`src/rtl/serial_adder_pkg.sv`:
```
// Shared definitions for the bit-serial adder: state encoding and counter sizing.
package serial_adder_pkg;

  // Controller states. The encoding is fixed so external checkers can decode it.
  typedef enum logic [1:0] {
    ST_IDLE = 2'b00,
    ST_RUN  = 2'b01,
    ST_DONE = 2'b10
  } state_e;

  // Default operand width, used for the package-level counter constant.
  localparam int WIDTH_DEFAULT = 8;

  // Bits needed to count operand bit positions 0 .. width-1 (width >= 2).
  function automatic int cnt_width(input int width);
    return (width <= 2) ? 1 : $clog2(width);
  endfunction

  localparam int CNT_W = cnt_width(WIDTH_DEFAULT);

endpackage

```
`src/rtl/serial_adder_fa_cell.sv`:
```
// One-bit full adder built from two half adders and an OR.
module fa_cell (
  input  logic a_i,
  input  logic b_i,
  input  logic c_i,
  output logic sum_o,
  output logic carry_o
);

  logic ha0_sum;
  logic ha0_carry;
  logic ha1_carry;

  // First half adder on the operand bits, second folds in the carry.
  always_comb begin
    ha0_sum   = a_i ^ b_i;
    ha0_carry = a_i & b_i;
    sum_o     = ha0_sum ^ c_i;
    ha1_carry = ha0_sum & c_i;
    carry_o   = ha0_carry | ha1_carry;
  end

endmodule

```
`src/rtl/serial_adder.sv`:
```
// Bit-serial LSB-first adder: one full-adder cell reused for WIDTH cycles.
//
// Handshake: a request is accepted on any rising edge where start=1 while
// the controller is IDLE or DONE; operands and carry-in are captured on that
// edge only. busy is high for exactly WIDTH cycles (state RUN), then done is
// high for one cycle with sum/cout valid. sum/cout hold until the next result
// completes. start is ignored while busy. rst (synchronous) wins over start.
module serial_adder
  import serial_adder_pkg::*;
#(
  parameter int WIDTH = 8
) (
  input  logic             clk,
  input  logic             rst,
  input  logic             start,
  input  logic [WIDTH-1:0] a,
  input  logic [WIDTH-1:0] b,
  input  logic             cin,
  output logic             busy,
  output logic             done,
  output logic [WIDTH-1:0] sum,
  output logic             cout
);

  localparam int CW = cnt_width(WIDTH);
  localparam logic [CW-1:0] LAST_BIT = CW'(WIDTH - 1);

  state_e           state_q;
  logic [WIDTH-1:0] shift_a_q;
  logic [WIDTH-1:0] shift_b_q;
  // Result bits collected so far; the newest cell sum completes the word.
  logic [WIDTH-2:0] res_sh_q;
  logic             carry_q;
  logic [CW-1:0]    bit_cnt_q;
  logic [WIDTH-1:0] sum_q;
  logic             cout_q;
  logic             done_q;
  logic             busy_q;

  logic             cell_sum;
  logic             cell_carry;
  logic [WIDTH-1:0] res_d;

  fa_cell u_fa_cell (
    .a_i     (shift_a_q[0]),
    .b_i     (shift_b_q[0]),
    .c_i     (carry_q),
    .sum_o   (cell_sum),
    .carry_o (cell_carry)
  );

  // Result word including this cycle's cell output, shifted in at the MSB.
  always_comb begin
    res_d = {cell_sum, res_sh_q};
  end

  // Controller, datapath shift registers and registered outputs.
  always_ff @(posedge clk) begin
    if (rst) begin
      state_q   <= ST_IDLE;
      shift_a_q <= '0;
      shift_b_q <= '0;
      res_sh_q  <= '0;
      carry_q   <= 1'b0;
      bit_cnt_q <= '0;
      sum_q     <= '0;
      cout_q    <= 1'b0;
      done_q    <= 1'b0;
      busy_q    <= 1'b0;
    end else begin
      case (state_q)
        ST_IDLE, ST_DONE: begin
          done_q <= 1'b0;
          if (start) begin
            shift_a_q <= a;
            shift_b_q <= b;
            carry_q   <= cin;
            bit_cnt_q <= '0;
            busy_q    <= 1'b1;
            state_q   <= ST_RUN;
          end else begin
            busy_q  <= 1'b0;
            state_q <= ST_IDLE;
          end
        end
        ST_RUN: begin
          shift_a_q <= shift_a_q >> 1;
          shift_b_q <= shift_b_q >> 1;
          res_sh_q  <= res_d[WIDTH-1:1];
          carry_q   <= cell_carry;
          bit_cnt_q <= bit_cnt_q + CW'(1);
          if (bit_cnt_q == LAST_BIT) begin
            sum_q   <= res_d;
            cout_q  <= cell_carry;
            done_q  <= 1'b1;
            busy_q  <= 1'b0;
            state_q <= ST_DONE;
          end
        end
        default: begin
          done_q  <= 1'b0;
          busy_q  <= 1'b0;
          state_q <= ST_IDLE;
        end
      endcase
    end
  end

  assign busy = busy_q;
  assign done = done_q;
  assign sum  = sum_q;
  assign cout = cout_q;

endmodule
```
`config.mk`:
```
export PLATFORM = sky130hd
export DESIGN_NAME = serial_adder
export DESIGN_NICKNAME = d
export VERILOG_FILES = /design/src/rtl/serial_adder_pkg.sv /design/src/rtl/serial_adder_fa_cell.sv /design/src/rtl/serial_adder.sv
export SDC_FILE = /design/constraint.sdc
export NUM_CORES = 1
export LEC_CHECK = 0
export ABC_AREA = 1
export BUFFER_PORTS_ARGS = -buffer_cell sky130_fd_sc_hd__buf_2
export CORE_MARGIN = 2
export CORE_UTILIZATION = 55
export DETAILED_ROUTE_END_ITERATION = 8
export GPL_TIMING_DRIVEN = 0
export HOLD_SLACK_MARGIN = 0.08
export PLACE_DENSITY = 0.78
export SLEW_MARGIN = 10
export SYNTH_ARGS = -nofsm -noshare
export SYNTH_HDL_FRONTEND = slang
export SYNTH_SLANG_ARGS = --single-unit
```
`constraint.sdc`:
```
create_clock -name clk -period 3.6 [get_ports clk]
set_input_delay 0.36 -clock clk [delete_from_list [all_inputs] [get_ports clk]]
set_output_delay 0.36 -clock clk [all_outputs]
set_load 0.005 [all_outputs]
```
==> results.py, run 1 <==
metrics = {
    "outcome": {
        "status": "complete, no violations",
    },
    "detailed_routing": {
        "wl_per_cell_um": 10.8,
        "drc": 0,
        "num_vias": 1634,
        "drt-initial-drc-count": 99,
        "viasPerCell": 4.85,
        "drt_wl_total_mm": 3.64,
        "drt_pass1_iterations": 4,
        "detail-route-antenna-nets": 0,
    },
    "global_route": {
        "overflow": 0,
        "grt_pass1_wl_mm": 6.49,
        "grt_max_degree": 13,
        "grt_use_total_pct": 23.9,
        "grt_use_met3_pct": 7.56,
        "met1_usage_pct": 32.7,
        "top_usage_layer": "met2",
        "grt_pass1_vias": 1464,
        "grtUsageMet2_pct": 35.4,
        "antenna_found_initial": 0,
    },
    "final_layout": {
        "drive_gt1_share_pct": 20.5,
        "fin_nets": 316,
        "fillers": 300,
        "final_cell_mix": "nor2_1, nand2_1, dfxtp_1",
        "final_area_um2": 2110,
        "syn_to_final_growth_pct": 16.4,
        "mostFrequentLayoutCell": "nor2_1",
        "diodes": 0,
    },
    "clock_network": {
        "cts_sinks": 40,
        "cts_setup_buffers": 0,
        "ctsResizeCount": 0,
        "path_clk_slew_ns": 0.11,
        "clockRootBuffer": "clkbuf_4",
        "htree_levels": 2,
        "postCtsHoldBufs": 0,
        "cts_tree": "built",
        "numCtsBuffers": 5,
        "clkLatencyLatePin_ns": 0.36,
        "clockBufferDepth": 2,
    },
    "critical_path": {
        "reg2reg_slack_ns": 2.25,
        "worstSetupPathType": "reg -> reg",
        "cp_max_fo": 10,
        "crit_path_top_delay_cell": "dfxtp_1",
        "cpMostUsedCell": "ha_1",
        "startpoint_type": "flip-flop",
        "cp.required_ns": 3.89,
        "slowest_delay_ns": 0.34,
        "endpoint_kind": "flip-flop",
        "cp.arrival_ns": 1.64,
        "path_cells": "ha_1, ha_1, buf_2, nor2_1, nand2_1, a21oi_1",
    },
    "placement": {
        "gp_congestion": 0.785,
        "place_ws_ns": 2.28,
        "dpl_cell_area_um2": 2010,
        "dpl.hpwl_mm": 2.52,
        "portBuffers": 29,
    },
    "yosys": {
        "avgSynthCellArea_um2": 7.05,
        "yosysSeqAreaShare_pct": 44.2,
        "synth_cell_types": 21,
        "syn_area_um2": 1810,
        "synth_seq_cells": 40,
        "syn_nets": 280,
        "synthCells": 257,
        "yosys_warnings": 0,
    },
    "sta": {
        "slew_violations": 0,
        "tns_ns": 0,
        "rsz0062_at_grt": "no",
        "fmax_mhz": 742,
        "fin_crit_sh_pct": 37.5,
        "worst_pin_slew_ns": 0.217,
        "slew_headroom_pct": 85.4,
        "skew_ns": 0.00951,
        "fin_crit_ns": 1.35,
        "setup_viol": 0,
        "setup_ws_ns": 2.25,
        "finalHoldViolCount": 0,
    },
    "flow_run": {
        "maxCapViolations": 0,
    },
    "floorplanning": {
        "core_um2": 3100,
        "die_y_um": 61.4,
        "num_rows": 20,
        "die_area_um2": 3770,
        "io-pin-count": 31,
        "dieWidth_um": 61.4,
        "start_util_pct": 58.4,
    },
    "power_and_ir_drop": {
        "power_leakage_nw": 1.09,
        "p_per_area_nw_per_um2": 488,
        "ir_drop_uv": 306,
    },
    "hold_path": {
        "hold_class": "in -> reg",
    },
}
-- flip-flops by register name (all words and copies together) (netlist names) --
name / count
shift_b_q: 8
carry_q: 1
done: 1
state_q: 2
sum: 8
busy: 1
cout: 1
res_sh_q: 7
bit_cnt_q: 3
shift_a_q: 8
-- cell usage after synthesis (all sizes together) --
| library cell | number | share of area, % |
|---|---|---|
| a21oi | 9 | 2.5 |
| buf | 15 | 5.5 |
| dfxtp | 40 | 44 |
| fa | 1 | 1.1 |
| ha | 2 | 1.4 |
| inv | 36 | 7.6 |
| nand2 | 49 | 11 |
| nand3 | 40 | 11 |
| nand3b | 3 | 1.2 |
| nor2 | 48 | 10 |
| o21ai | 12 | 3.3 |
| o22ai | 2 | 0.69 |
-- power by group --
part | leakage (nW) | internal [mW] | switching (mW)
registers | 0.328 | 0.478 | 0.0154
logic | 0.712 | 0.0724 | 0.106
clock network | 0.0513 | 0.212 | 0.146
total | 1.09 | 0.763 | 0.268
-- per-stage QoR --
stage,utilization [%],power (mW),std cells,hold WS (ns)
floorplan,-,0.637,257,0.428
global placement,64.9,0.676,330,0.445
detailed placement,64.9,0.680,330,0.449
CTS,68.0,1.04,337,0.205
global route,68.0,1.09,337,0.201
finish,68.0,1.03,337,0.218
-- critical path, delay by kind of cell (launching register included) --
kind / cells / cell delay, ns
AOI/OAI and AO/OA: 1 / 0.12
adders and majority gates: 2 / 0.45
buffers and inverters: 1 / 0.21
DFF: 1 / 0.34
and+or+nand+nor: 2 / 0.17
-- routing by layer --
metal,vias up,wire length (um)
li1,866,-
met4,0,72
met5,-,0
met3,6,183
met1,719,1820
met2,43,1570
-- worst paths after layout --
path | to | depth (start not counted) | from
worst max-delay path | busy | 6 | bit_cnt_q[0]
worst min-delay path | shift_a_q[2] | 3 | a[2]
worst max register to register | busy | 6 | bit_cnt_q[0]
worst min register to register | bit_cnt_q[0] | 1 | bit_cnt_q[0]
-- layout make-up --
cell class / instances / area [um2] / area share, %
well taps: 44 / 55.1 / 2.61
multi-input cells: 166 / 774 / 36.7
repair buffers: 29 / 145 / 6.88
inverters: 36 / 138 / 6.52
plain buffers: 15 / 100 / 4.74
flip-flops and latches: 40 / 801 / 37.9
clock buffers: 5 / 37.5 / 1.78
clock inverters: 2 / 60.1 / 2.85
-- cells by family (layout without fill, tap and decap cells) --
kind of cell    Yosys count  count (layout)  synth area share [%]
compound gates           23              23                  6.49
fa+ha+maj                 3               3                  2.48
buf+inv                  51              87                  13.1
flops                    40              40                  44.2
simple gates            140             140                  33.7
Note: power is estimated with default switching activity, not from simulation.
==> run 2, diff against run 1 <==
--- a/config.mk
+++ b/config.mk
@@ -5,14 +5,14 @@
 export SDC_FILE = /design/constraint.sdc
 export NUM_CORES = 1
 export LEC_CHECK = 0
-export ABC_AREA = 1
+export ABC_AREA = 0
 export BUFFER_PORTS_ARGS = -buffer_cell sky130_fd_sc_hd__buf_2
 export CORE_MARGIN = 2
-export CORE_UTILIZATION = 55
+export CORE_UTILIZATION = 48
 export DETAILED_ROUTE_END_ITERATION = 8
 export GPL_TIMING_DRIVEN = 0
 export HOLD_SLACK_MARGIN = 0.08
-export PLACE_DENSITY = 0.78
+export PLACE_DENSITY = 0.74
 export SLEW_MARGIN = 10
 export SYNTH_ARGS = -nofsm -noshare
 export SYNTH_HDL_FRONTEND = slang
==> constraint.sdc (replaced) <==
create_clock -name clk -period 1.2 [get_ports clk]
set_input_delay 0.12 -clock clk [delete_from_list [all_inputs] [get_ports clk]]
set_output_delay 0.12 -clock clk [all_outputs]
set_load 0.005 [all_outputs]
==> run 2 against run 1 <==
The run now ends with setup timing left. Global-route usage is 1.4 points lower. Wire length is 7.6% higher. Register-to-register slack worse by 2.3 ns. Core utilization is 2.4 points higher. Die area is 2.2% lower. Hold slack worse by 0.13 ns. Combinational power is 140% higher. Clock skew is 0.0089 ns higher. Non-clock buffer count is 21 higher. Synthesized cell count is 30% lower. Critical path type unchanged. Highest routed layer unchanged.
==> results.py, run 2 <==
metrics = {
    "global_route": {
        "antenna_found_initial": 0,
        "grt_pass1_vias": 1354,
        "grt_max_degree": 14,
        "overflow": 0,
        "grt_use_total_pct": 22.5,
        "grt_pass1_wl_mm": 6.00,
    },
    "yosys": {
        "yosys_warnings": 0,
        "yosysSeqAreaShare_pct": 51.8,
        "synth_top_area_share_pct": 51.8,
        "syn_nets": 202,
        "yosysTopAreaCell": "dfxtp_1",
        "synth_seq_cells": 40,
        "async_flop_share_pct": 0,
        "synth_edf_count": 0,
        "synth_cell_types": 19,
        "yosys-top-cells-area": "dfxtp_1, nor3_1, a21oi_1, nand2_1, o22ai_1",
        "synthMostInstantiatedCell": "dfxtp_1",
        "syn_area_um2": 1550,
        "avgSynthCellArea_um2": 8.63,
        "ys.flop_type": "dfxtp_1",
        "synthCells": 179,
        "ys_top_cells_by_count": "dfxtp_1, nor3_1, nand2_1, a21oi_1, o22ai_1",
    },
    "placement": {
        "dpl.hpwl_mm": 2.50,
        "place_inst": 252,
        "gp_congestion": 0.795,
        "place_ws_ns": -0.183,
        "dpl_cell_area_um2": 1750,
        "portBuffers": 29,
    },
    "critical_path": {
        "worstSetupPathType": "reg -> reg",
        "cp_max_fo": 2,
        "path_cells": "fa_2, nand3_2, a21oi_2",
        "endpoint_kind": "flip-flop",
        "reg2reg_depth": 3,
        "cp.arrival_ns": 1.51,
        "endpoint": "sum[7]",
        "cp.required_ns": 1.50,
        "reg2reg_slack_ns": -0.009,
        "slowest_delay_ns": 0.59,
        "r2r_start": "carry_q",
        "crit_path_top_delay_cell": "fa_2",
        "cp-startpoint": "carry_q",
        "startpoint_type": "flip-flop",
        "r2r-end": "sum[7]",
    },
    "floorplanning": {
        "num_rows": 20,
        "dieWidth_um": 60.7,
        "die_y_um": 60.7,
        "core_um2": 3050,
        "die_area_um2": 3690,
        "start_util_pct": 50.6,
        "io-pin-count": 31,
    },
    "detailed_routing": {
        "detail-route-antenna-nets": 0,
        "drt-initial-drc-count": 48,
        "wl_per_cell_um": 14.0,
        "drt_wl_total_mm": 3.92,
        "num_vias": 1509,
        "viasPerCell": 5.39,
        "drc": 0,
        "drt_pass1_iterations": 4,
    },
    "final_layout": {
        "layoutNonFillerInstCount": 280,
        "fillers": 253,
        "diodes": 0,
        "syn_to_final_growth_pct": 39.2,
        "final_util_pct": 70.5,
        "final_area_um2": 2150,
        "mostFrequentLayoutCell": "dfxtp_1",
        "fin_nets": 258,
        "drive_gt1_share_pct": 35.6,
        "final_cell_mix": "dfxtp_1, buf_2, nor3_1",
    },
    "clock_network": {
        "cts_tree": "built",
        "htree_levels": 2,
        "clockRootBuffer": "clkbuf_4",
        "cts_sinks": 40,
        "path_clk_slew_ns": 0.13,
        "numCtsBuffers": 5,
        "clockBufferDepth": 2,
        "clkLatencyLatePin_ns": 0.36,
    },
    "sta": {
        "worst_pin_slew_ns": 0.571,
        "fin_crit_ns": 1.21,
        "finalHoldViolCount": 0,
        "slew_violations": 0,
        "fin_crit_sh_pct": 101,
        "setup_ws_ns": -0.00870,
        "setup_viol": 1,
        "rsz0062_at_grt": "yes",
        "slew_headroom_pct": 62.0,
        "fmax_mhz": 827,
        "skew_ns": 0.0184,
    },
    "flow_run": {
        "maxCapViolations": 0,
    },
    "power_and_ir_drop": {
        "ir_drop_uv": 1360,
        "power_leakage_nw": 0.816,
        "p_per_area_nw_per_um2": 1280,
    },
    "outcome": {
        "violations": "setup timing",
        "status": "finished with violations",
    },
    "hold_path": {
        "hold_class": "in -> reg",
    },
}
==> run 2: changes by cell type after synthesis, sizes merged, moves of 2 or more <==
cell	previous run	this run
a21oi	9	22
buf	15	12
clkbuf	0	4
inv	36	0
nand2	49	27
nand2b	0	3
nand3	40	14
nor2	48	2
nor2b	0	2
nor3	0	31
o21ai	12	0
o22ai	2	15
==> run 2: cells by family (layout without fill, tap and decap cells) <==
family	after synthesis	in the layout	share of synthesized area, %
adders and majority gates	3	3	2.91
DFF	40	40	51.8
and+or+nand+nor	82	82	25.1
buffers and inverters	16	73	6.48
AOI/OAI and AO/OA	38	38	13.7
==> run 2: final cells by class <==
| class | instances | area (um2) | share of cell area, % |
|---|---|---|---|
| flip-flops and latches | 40 | 807 | 37.5 |
| well taps | 44 | 55.1 | 2.56 |
| plain buffers | 16 | 121 | 5.64 |
| repair buffers | 49 | 340 | 15.8 |
| clock inverters | 3 | 42.5 | 1.98 |
| multi-input cells | 123 | 747 | 34.7 |
| clock buffers | 5 | 37.5 | 1.75 |
==> run 2: worst min path at each step <==
stage	cells after the start	start	slack (ns)	endpoint
finish	3	a[1]	0.08	shift_a_q[1]
global route	3	a[1]	0.08	shift_a_q[1]
CTS	3	a[1]	0.08	shift_a_q[1]
detailed placement	3	b[7]	0.36	shift_b_q[7]
global placement	3	b[7]	0.37	shift_b_q[7]
floorplan	2	a[7]	0.26	shift_a_q[7]
==> run 2: timing repair <==
item                       4_1_cts  5_1_grt
setup endpoints to repair       11       34
hold endpoints to repair        14        1
gates resized for setup         10       32
pin swaps                        3       16
gates cloned                     1        0
hold buffers                    14        1
buffers inserted                 3        1
==> run 2: stage by stage <==
| stage | total power [mW] | hold WS (ns) | setup TNS [ns] |
|---|---|---|---|
| finish | 2.76 | 0.0842 | -0.00870 |
| CTS | 2.72 | 0.0816 | -0.0157 |
| detailed placement | 1.81 | 0.365 | -1.61 |
| floorplan | 1.71 | 0.256 | 0 |
| global route | 2.88 | 0.0828 | -0.444 |
| global placement | 1.79 | 0.366 | -1.36 |
==> run 2: critical path: cells and delay by family (launching register included) <==
family / cells / cell delay [ns]
AO/OA/AOI/OAI: 1 / 0.14
adder cells (fa/ha/maj): 1 / 0.59
flip-flops: 1 / 0.35
AND/OR/NAND/NOR: 1 / 0.08
==> run 2: power by group <==
part,internal (mW),switching [mW]
logic,0.208,0.213
registers,1.40,0.0503
clock network,0.434,0.454
==> run 2: per-layer routing <==
layer,up-vias,GRT usage (%),wire length (um)
met5,-,0,0
li1,748,-,-
met2,43,39.3,2020
met1,709,26.2,1650
met3,9,5.97,174
met4,0,9.01,77
==> run 3, diff against run 2 <==
--- a/config.mk
+++ b/config.mk
@@ -7,12 +7,14 @@
 export LEC_CHECK = 0
 export ABC_AREA = 0
 export BUFFER_PORTS_ARGS = -buffer_cell sky130_fd_sc_hd__buf_2
+export CELL_PAD_IN_SITES_DETAIL_PLACEMENT = 2
+export CELL_PAD_IN_SITES_GLOBAL_PLACEMENT = 2
 export CORE_MARGIN = 2
-export CORE_UTILIZATION = 48
+export CORE_UTILIZATION = 28
 export DETAILED_ROUTE_END_ITERATION = 8
 export GPL_TIMING_DRIVEN = 0
 export HOLD_SLACK_MARGIN = 0.08
-export PLACE_DENSITY = 0.74
+export PLACE_DENSITY_LB_ADDON = 0.1
 export SLEW_MARGIN = 10
 export SYNTH_ARGS = -nofsm -noshare
 export SYNTH_HDL_FRONTEND = slang
==> run 3 against run 2 <==
The flow still finishes with violations (setup timing). Final cell count increased by 5.4%. Sequential cell count did not move. Design area barely moved. Combinational power increased by 1%. Critical path depth increased by 3. Count of clock-buffer cells in the layout increased by 3. First-iteration DRC count decreased by 19%. Wire length up 24%. Sequential power is essentially flat. Core utilization down 31 points. Register-to-register slack hardly changed. Global-route usage is 6.1 points lower.
==> results.py, run 3 (synthesized netlist as in run 2, its figures left out) <==
metrics = {
    "final_layout": {
        "mostFrequentLayoutCell": "dfxtp_1",
        "fillers": 619,
        "fin_nets": 245,
        "layoutNonFillerInstCount": 295,
        "final_util_pct": 39.8,
        "final_area_um2": 2150,
        "final_cell_mix": "dfxtp_1, buf_2, nor3_1, nand2_1, o22ai_1",
        "diodes": 0,
        "drive_gt1_share_pct": 41.3,
        "syn_to_final_growth_pct": 39.1,
    },
    "placement": {
        "gp_congestion": 0.708,
        "portBuffers": 29,
        "place_inst": 280,
        "dpl_cell_area_um2": 1780,
        "dpl.hpwl_mm": 3.28,
    },
    "detailed_routing": {
        "detail-route-antenna-nets": 0,
        "num_vias": 1461,
        "drt_pass1_iterations": 4,
        "drt_wl_total_mm": 4.85,
        "viasPerCell": 4.95,
        "drc": 0,
        "wl_per_cell_um": 16.4,
        "drt-initial-drc-count": 39,
    },
    "critical_path": {
        "cp.required_ns": 1.43,
        "cpMostUsedCell": "ha_4",
        "endpoint_kind": "flip-flop",
        "crit_path_top_delay_cell": "dfxtp_4",
        "startpoint_type": "flip-flop",
        "crit_buf_inv": 1,
        "path_cells": "ha_4, ha_4, nand3b_1, buf_6, nand2_2, a21oi_2",
        "worstSetupPathType": "reg -> reg",
        "cp_max_fo": 5,
        "crit_family": "flip-flops",
        "slowest_delay_ns": 0.36,
        "cp.arrival_ns": 1.44,
    },
    "floorplanning": {
        "die_y_um": 78.3,
        "core_um2": 5410,
        "start_util_pct": 28.6,
        "io-pin-count": 31,
        "num_rows": 27,
        "die_area_um2": 6130,
        "dieWidth_um": 78.3,
    },
    "clock_network": {
        "cts_sinks": 40,
        "cts_tree": "built",
        "numCtsBuffers": 5,
        "htree_levels": 2,
        "clockRootBuffer": "clkbuf_8",
        "path_clk_slew_ns": 0.07,
        "clkLatencyLatePin_ns": 0.29,
        "clockBufferDepth": 2,
    },
    "power_and_ir_drop": {
        "switching_share_pct": 26.5,
        "p_seq_share_pct": 51.7,
        "clkPwrFrac_pct": 33.2,
        "netSwitchingPower_mw": 0.746,
        "power_leakage_nw": 0.792,
        "combPwrFrac_pct": 15.1,
        "ir_drop_uv": 452,
        "power.internal_mw": 2.07,
        "finalPower_mw": 2.82,
        "p_per_area_nw_per_um2": 1310,
    },
    "global_route": {
        "grt_max_degree": 12,
        "antenna_found_initial": 0,
        "overflow": 0,
        "grt_pass1_vias": 1599,
        "grt_use_total_pct": 16.5,
        "grt_pass1_wl_mm": 7.78,
    },
    "sta": {
        "setup_ws_ns": -0.00909,
        "slew_violations": 0,
        "fin_crit_ns": 1.21,
        "rsz0062_at_grt": "yes",
        "slew_headroom_pct": 55.0,
        "fmax_mhz": 827,
        "setup_viol": 4,
        "worst_pin_slew_ns": 0.675,
        "skew_ns": 0.00277,
        "fin_crit_sh_pct": 101,
        "finalHoldViolCount": 0,
    },
    "flow_run": {
        "maxCapViolations": 0,
    },
    "hold_path": {
        "hold_class": "in -> reg",
    },
    "outcome": {
        "status": "finished with violations",
        "violations": "setup timing",
    },
}
## run 3: cell count changes in the layout (fill, tap and decap cells not counted), moves of 5 or more
cell | before | now
buf_6 | 7 | 2
clkbuf_4 | 8 | 2
clkbuf_8 | 0 | 6
dlygate4sd3_1 | 15 | 2
nor3_1 | 29 | 18
nor3_2 | 2 | 13
## run 3: worst register-to-register path, cell delays in order, from the launching register on
cell and delay, ns:
dfxtp_4 0.36, ha_4 0.16, ha_4 0.16, nand3b_1 0.14, buf_6 0.16, nand2_2 0.06, a21oi_2 0.10
## run 3: power by group through the flow
stage | Combinational [mW] | Sequential (mW) | Clock (mW)
2_1_floorplan | 0.245 | 1.46 | 0
3_3_place_gp | 0.337 | 1.47 | 0
3_5_place_dp | 0.357 | 1.48 | 0
4_1_cts | 0.370 | 1.45 | 0.975
5_1_grt | 0.471 | 1.47 | 1.03
6_report | 0.426 | 1.46 | 0.934
## run 3: final timing paths
kind | start | to | slack, ns | depth (start not counted)
worst max-delay path | bit_cnt_q[0] | sum[0] | -0.009 | 6
worst min-delay path | a[1] | shift_a_q[1] | 0.13 | 3
worst max register to register | bit_cnt_q[0] | sum[0] | -0.009 | 6
worst min register to register | sum[0] | sum[0] | 0.46 | 2
## run 3: per-stage QoR
stage | setup WS (ns) | hold slack (ns) | TNS [ns]
after floorplan | 0.0257 | 0.256 | 0
after global placement | -0.241 | 0.362 | -2.18
after detailed placement | -0.286 | 0.371 | -2.74
after CTS | -0.0000721 | 0.119 | -0.0000721
after global routing | -0.0886 | 0.133 | -0.875
final | -0.00909 | 0.135 | -0.0215
## run 3: timing repair
action | CTS | global route
setup buffers | 3 | 1
resized for setup | 10 | 51
endpoints found under the hold margin | 2 | 0
hold buffers | 2 | 0
cloned | 1 | 0
endpoints found under the setup margin | 23 | 30
pin swaps | 5 | 13
## run 3: layout make-up
class | count | area, um2 | share of cell area, %
Tap cell | 72 | 90.1 | 4.19
Buffer | 16 | 143 | 6.64
Clock buffer | 8 | 90.1 | 4.19
Multi-Input combinational cell | 123 | 808 | 37.6
Timing Repair Buffer | 36 | 210 | 9.78
Sequential cell | 40 | 808 | 37.6
## run 3: routing by layer
| metal | global-route usage [%] | vias to the layer above | share of wire, % |
|---|---|---|---|
| met3 | 4.25 | 7 | 3.0 |
| met5 | 0 | - | 0 |
| li1 | - | 713 | - |
| met2 | 30.6 | 26 | 54 |
| met1 | 18.2 | 715 | 42 |
| met4 | 5.26 | 0 | 1.1 |
